File: src/rtl/bitrev_engine.sv
// Buffered bit-reversal engine: loads N_WORDS words, then reorders them by
// bit-reversed index and/or reverses bits within each word, then streams results out.
module bitrev_engine #(
  parameter int DATA_W  = 32,
  parameter int N_WORDS = 4
) (
  input  logic              clk,
  input  logic              rst_ni,
  input  logic [DATA_W-1:0] din_i,
  input  logic              write_i,
  input  logic              start_flag_i,
  input  logic [1:0]        mode_i,
  input  logic              read_i,
  output logic [DATA_W-1:0] dout_o,
  output logic              done_flag_o,
  output logic              busy_o
);

  localparam int IDX_W = $clog2(N_WORDS);
  localparam logic [IDX_W-1:0] LAST = IDX_W'(N_WORDS - 1);

  typedef enum logic [1:0] {LOAD, PROC, DONE} state_t;

  state_t              state_q, state_d;
  logic [IDX_W:0]      wr_ptr_q;
  logic [IDX_W-1:0]    rd_ptr_q;
  logic [IDX_W-1:0]    k_q;
  logic [1:0]          mode_q;
  logic                wr_prev_q, rd_prev_q;
  logic                wr_arm_q, rd_arm_q;
  logic [DATA_W-1:0]   in_buf_q  [N_WORDS];
  logic [DATA_W-1:0]   out_buf_q [N_WORDS];

  logic                wr_edge, rd_edge, last_read;
  logic [DATA_W-1:0]   src_word, proc_word;

  function automatic logic [DATA_W-1:0] rev_word(input logic [DATA_W-1:0] w);
    logic [DATA_W-1:0] r;
    for (int i = 0; i < DATA_W; i++) r[i] = w[DATA_W-1-i];
    return r;
  endfunction

  function automatic logic [IDX_W-1:0] rev_idx(input logic [IDX_W-1:0] x);
    logic [IDX_W-1:0] r;
    for (int i = 0; i < IDX_W; i++) r[i] = x[IDX_W-1-i];
    return r;
  endfunction

  // The arm flags keep a strobe that is already high when reset lifts from counting as an edge.
  assign wr_edge   = write_i & ~wr_prev_q & wr_arm_q;
  assign rd_edge   = read_i  & ~rd_prev_q & rd_arm_q;
  assign last_read = rd_edge && (rd_ptr_q == LAST);

  assign src_word  = in_buf_q[mode_q[1] ? rev_idx(k_q) : k_q];
  assign proc_word = mode_q[0] ? rev_word(src_word) : src_word;

  always_ff @(posedge clk or negedge rst_ni) begin
    if (!rst_ni) state_q <= LOAD;
    else         state_q <= state_d;
  end

  always_comb begin
    state_d = state_q;
    case (state_q)
      LOAD:    if (start_flag_i)   state_d = PROC;
      PROC:    if (k_q == LAST)    state_d = DONE;
      DONE:    if (last_read)      state_d = LOAD;
      default:                     state_d = LOAD;
    endcase
  end

  always_comb begin
    busy_o      = (state_q == PROC);
    done_flag_o = (state_q == DONE);
    dout_o      = (state_q == DONE) ? out_buf_q[rd_ptr_q] : '0;
  end

  always_ff @(posedge clk or negedge rst_ni) begin
    if (!rst_ni) begin
      wr_ptr_q  <= '0;
      rd_ptr_q  <= '0;
      k_q       <= '0;
      mode_q    <= '0;
      wr_prev_q <= 1'b0;
      rd_prev_q <= 1'b0;
      wr_arm_q  <= 1'b0;
      rd_arm_q  <= 1'b0;
      for (int i = 0; i < N_WORDS; i++) begin
        in_buf_q[i]  <= '0;
        out_buf_q[i] <= '0;
      end
    end else begin
      wr_prev_q <= write_i;
      rd_prev_q <= read_i;
      wr_arm_q  <= wr_arm_q | ~write_i;
      rd_arm_q  <= rd_arm_q | ~read_i;
      case (state_q)
        LOAD: begin
          if (wr_edge && !wr_ptr_q[IDX_W]) begin
            in_buf_q[wr_ptr_q[IDX_W-1:0]] <= din_i;
            wr_ptr_q <= wr_ptr_q + (IDX_W+1)'(1);
          end
          if (start_flag_i) begin
            mode_q <= mode_i;
            k_q    <= '0;
          end
        end
        PROC: begin
          out_buf_q[k_q] <= proc_word;
          k_q            <= k_q + IDX_W'(1);
        end
        DONE: begin
          if (last_read) begin
            wr_ptr_q <= '0;
            rd_ptr_q <= '0;
            for (int i = 0; i < N_WORDS; i++) in_buf_q[i] <= '0;
          end else if (rd_edge) begin
            rd_ptr_q <= rd_ptr_q + IDX_W'(1);
          end
        end
        default: ;
      endcase
    end
  end

endmodule
File: config.mk
export PLATFORM = sky130hd
export DESIGN_NAME = bitrev_engine
export DESIGN_NICKNAME = d
export VERILOG_FILES = /design/src/rtl/bitrev_engine.sv
export SDC_FILE = /design/constraint.sdc
export NUM_CORES = 1
export LEC_CHECK = 0
export BUFFER_PORTS_ARGS = -buffer_cell sky130_fd_sc_hd__buf_2
export CORE_MARGIN = 10
export CORE_UTILIZATION = 66
export DETAILED_ROUTE_END_ITERATION = 7
export PLACE_DENSITY = 0.95
export SLEW_MARGIN = 15
export SYNTH_ARGS = -nofsm -noshare
export SYNTH_HDL_FRONTEND = slang
export SYNTH_SLANG_ARGS = --single-unit
File: constraint.sdc
create_clock -name clk -period 4.9 [get_ports clk]
set_input_delay 0.98 -clock clk [delete_from_list [all_inputs] [get_ports clk]]
set_output_delay 0.98 -clock clk [all_outputs]
set_load 0.01 [all_outputs]
==> impl_metrics.tcl <==
set metrics [dict create \
    max_freq_mhz 284 \
    min_period_ns 3.52 \
    synth_xor_area_share_pct 0 \
    worst_slew_pin_slew_ns 1.13 \
    htree_num_levels 1 \
    max_slew_margin_pct 24.7 \
    seqCellArea_mm2 0.00679 \
    cellPowerDensity_mw_per_mm2 701 \
    status "complete, no violations" \
    startpoint_type "flop" \
    wl_per_cell_um 25.3 \
    post-place-ws_ns 1.78 \
    antenna_found_initial 4 \
    ys_ff_latch 271 \
    initial_utilization_pct 66.9 \
    critPathTopFamily "buffers and inverters" \
    cts_hold_buf 0 \
    r2r_start "mode_q[1]" \
    drive_above_1_share_pct 26.6 \
    synthSimpleGateAreaFrac_pct 6.66 \
    yosys.area.top_type_share_pct 54.3 \
    ioPinCount 73 \
    max-cap-violations 0 \
    syn-cell-area_mm2 0.0125 \
    drtIter0Drc 940 \
    cp_slowest_stage_delay_ns 0.83 \
    grt_setup_unrepaired "false" \
    grt_overflow_total 0 \
    root_buffer "clkbuf_16" \
    viasPerCell 7.05 \
    grtUsageTotal_pct 26.5 \
    fin_crit_sh_pct 71.8 \
    drc_errors 0 \
    nets 1069 \
    finalSetupTns_ns 0 \
    cts_setup_buffers 0 \
    combPwrFrac_pct 36.1 \
    multiInputGateArea_mm2 0.00535 \
    slew_viol_final 0 \
    syn_nets 1040 \
    setup_viol_count_final 0 \
    grt_max_degree 109 \
    hold_viol 0 \
    p_switching_mw 3.57 \
    synth_compound_gate_area_share_pct 14.6 \
    synthMuxAreaShare_pct 20.4 \
    yosys.area.top_type "dfrtp_1" \
    drt_pass1_iterations 6 \
    synth_top_family_by_area "multiplexers" \
    numCtsBuffers 27 \
    clockBufferDepth 3 \
    cp_slowest_cell "inv_1" \
    cts_tree "done" \
    clk_transition_reported_paths_ns 0.06 \
    seq_area_frac_synth_pct 54.3 \
    synthTopCellsByArea "dfrtp_1 (54%), mux4_2 (12%), a22o_1 (9.1%), mux2_2 (6.2%), o21ai_0 (4.9%)" \
    drt-total-wl_um 32300 \
    cp.required_ns 3.92 \
    peakVddDrop_mv 0.348 \
    p_int_mw 6.15 \
    synthDistinctLibCells 25 \
    finalClockSkew_ns 0.0206 \
    final_area_mm2 0.0139 \
    cts_sinks 271 \
    clockPowerShare_pct 22.1 \
    gp_congestion 0.798 \
    leakage_nw 6.53 \
    path_max_fanout 38 \
    synthCells 992 \
    grt_pass1_wl_um 52000 \
    postLayoutSetupSlackWorst_ns 1.38 \
    min_path_type "input pin to async pin" \
    placed_area_mm2 0.0129 \
    seqPwrFrac_pct 41.8 \
    die_w_um 158 \
    row_count 50 \
    cts_resized 0 \
    core_mm2 0.0186 \
    die_area_mm2 0.0248 \
    route.vias.total 9014 \
    worstPathArrival_ns 2.54 \
    syn_area_per_cell_um2 12.6 \
    hpwlAfterDp_um 18900 \
    worst-path-buf-inv 2 \
    port_buffers 72 \
    critPathLaunch "state_q[0]" \
    path_cells "nand2b_1, inv_1, and2_1, buf_2" \
    swShare_pct 36.7 \
    worstSetupPathType "flop to primary output" \
    clk_latency_ns 0.53 \
    grt_pass1_vias 9242 \
    synth_fa_ha_area_share_pct 0.902 \
    end_kind "primary output" \
    fillers 1038 \
    yosysWarnings 0 \
    ant_nets 0 \
    die_h_um 158 \
    syn_to_final_growth_pct 11.1 \
]
## registers in the layout, indices dropped and copies added, names as in the netlist
register   count
in_buf_q     128
k_q            2
mode_q         2
out_buf_q    128
rd_arm_q       1
rd_prev_q      1
rd_ptr_q       2
state_q        2
wr_arm_q       1
wr_prev_q      1
wr_ptr_q       3
## Yosys cell counts (all sizes together)
cell and number:
a21o 1, dfrtp 271, nand2 140, ha 9, buf 32, nand2b 4, nor2 6, or4b 1
inv 6, mux4 64, nand4b 1, mux2 69, o21bai 1, o21ai 133, o22ai 1, and2 36
nor2b 1, a22o 129, nor3 1, mux2i 33, clkbuf 53
## placed cells by master (no fill, tap or decap)
cell       instances
mux2_2            69
buf_12             1
o21ai_1            8
nor2_2             1
and2_1            33
clkinv_2           5
mux2i_1           33
nand2b_1           4
ha_1               9
inv_1              6
nand4b_1           1
dfrtp_4            1
bufinv_16          4
o22ai_2            1
diode_2            3
o21ai_0          121
nand2_2            3
buf_2             71
a22o_1           129
nor2b_1            1
dfrtp_2            3
nor3_1             1
dfrtp_1          267
or4b_1             1
o21bai_1           1
clkbuf_1           7
clkbuf_16         27
nand2_1          136
and2_2             3
buf_4             12
clkbuf_8           5
buf_8              1
a21o_1             1
nor2_1             5
clkinv_4           1
mux4_2            64
o21ai_2            4
nand2_4            1
## area by class of cell
cell class	count	share of cell area, %
multi-input cells	630	38.6
clock buffers	39	5.56
clock inverters	10	1.11
well taps	234	2.11
flip-flops and latches	271	49.0
inverters	6	0.162
diodes	3	0.0541
repair buffers	85	3.47
## per-layer routing
| layer | up-vias | global-route usage, % | share of wire (%) |
|---|---|---|---|
| met1 | 4601 | 35.6 | 39 |
| met2 | 588 | 41.8 | 48 |
| li1 | 3717 | - | - |
| met3 | 106 | 5.98 | 10 |
| met5 | - | 0 | 0.056 |
| met4 | 2 | 9.39 | 3.4 |
## kinds of logic after synthesis
| logic type | after synthesis |
|---|---|
| compound gates | 265 |
| fa+ha+maj | 9 |
| buf+inv | 91 |
| flops | 271 |
| mux | 166 |
| simple gates | 190 |
## path summary, 6_finish.rpt
| check | endpoint | slack (ns) | cells after the start |
|---|---|---|---|
| max | dout_o[18] | 1.38 | 4 |
| min | out_buf_q[100] | 0.45 | 1 |
| max reg2reg | out_buf_q[40] | 1.72 | 5 |
| min reg2reg | out_buf_q[100] | 0.47 | 2 |
| max in group asynchronous | in_buf_q[57] | 3.31 | 2 |
| min in group clk | out_buf_q[100] | 0.47 | 2 |
## stage by stage
stage / hold WS [ns] / cells / power (mW) / utilization, %
2_1_floorplan: 0.425 / 992 / 6.35 / -
3_3_place_gp: 0.449 / 1226 / 7.08 / 69.3
3_5_place_dp: 0.462 / 1226 / 7.34 / 69.3
4_1_cts: 0.484 / 1275 / 9.64 / 74.3
5_1_grt: 0.506 / 1275 / 10.2 / 74.3
6_report: 0.450 / 1278 / 9.72 / 74.4
## worst register-to-register path, cell delays in order, from the launching register on
cell and delay (ns):
dfrtp_2 1.01, buf_4 0.49, mux2_2 0.39, mux4_2 0.52
mux2i_1 0.39, o21ai_0 0.19
## power groups by stage
stage	Clock [mW]	Combinational, mW	Sequential (mW)
4_1_cts	2.16	3.46	4.02
3_3_place_gp	0	3.14	3.94
2_1_floorplan	0	2.86	3.48
3_5_place_dp	0	3.33	4.01
5_1_grt	2.27	3.80	4.15
6_report	2.15	3.50	4.06
(Power assumes the default switching activity.)
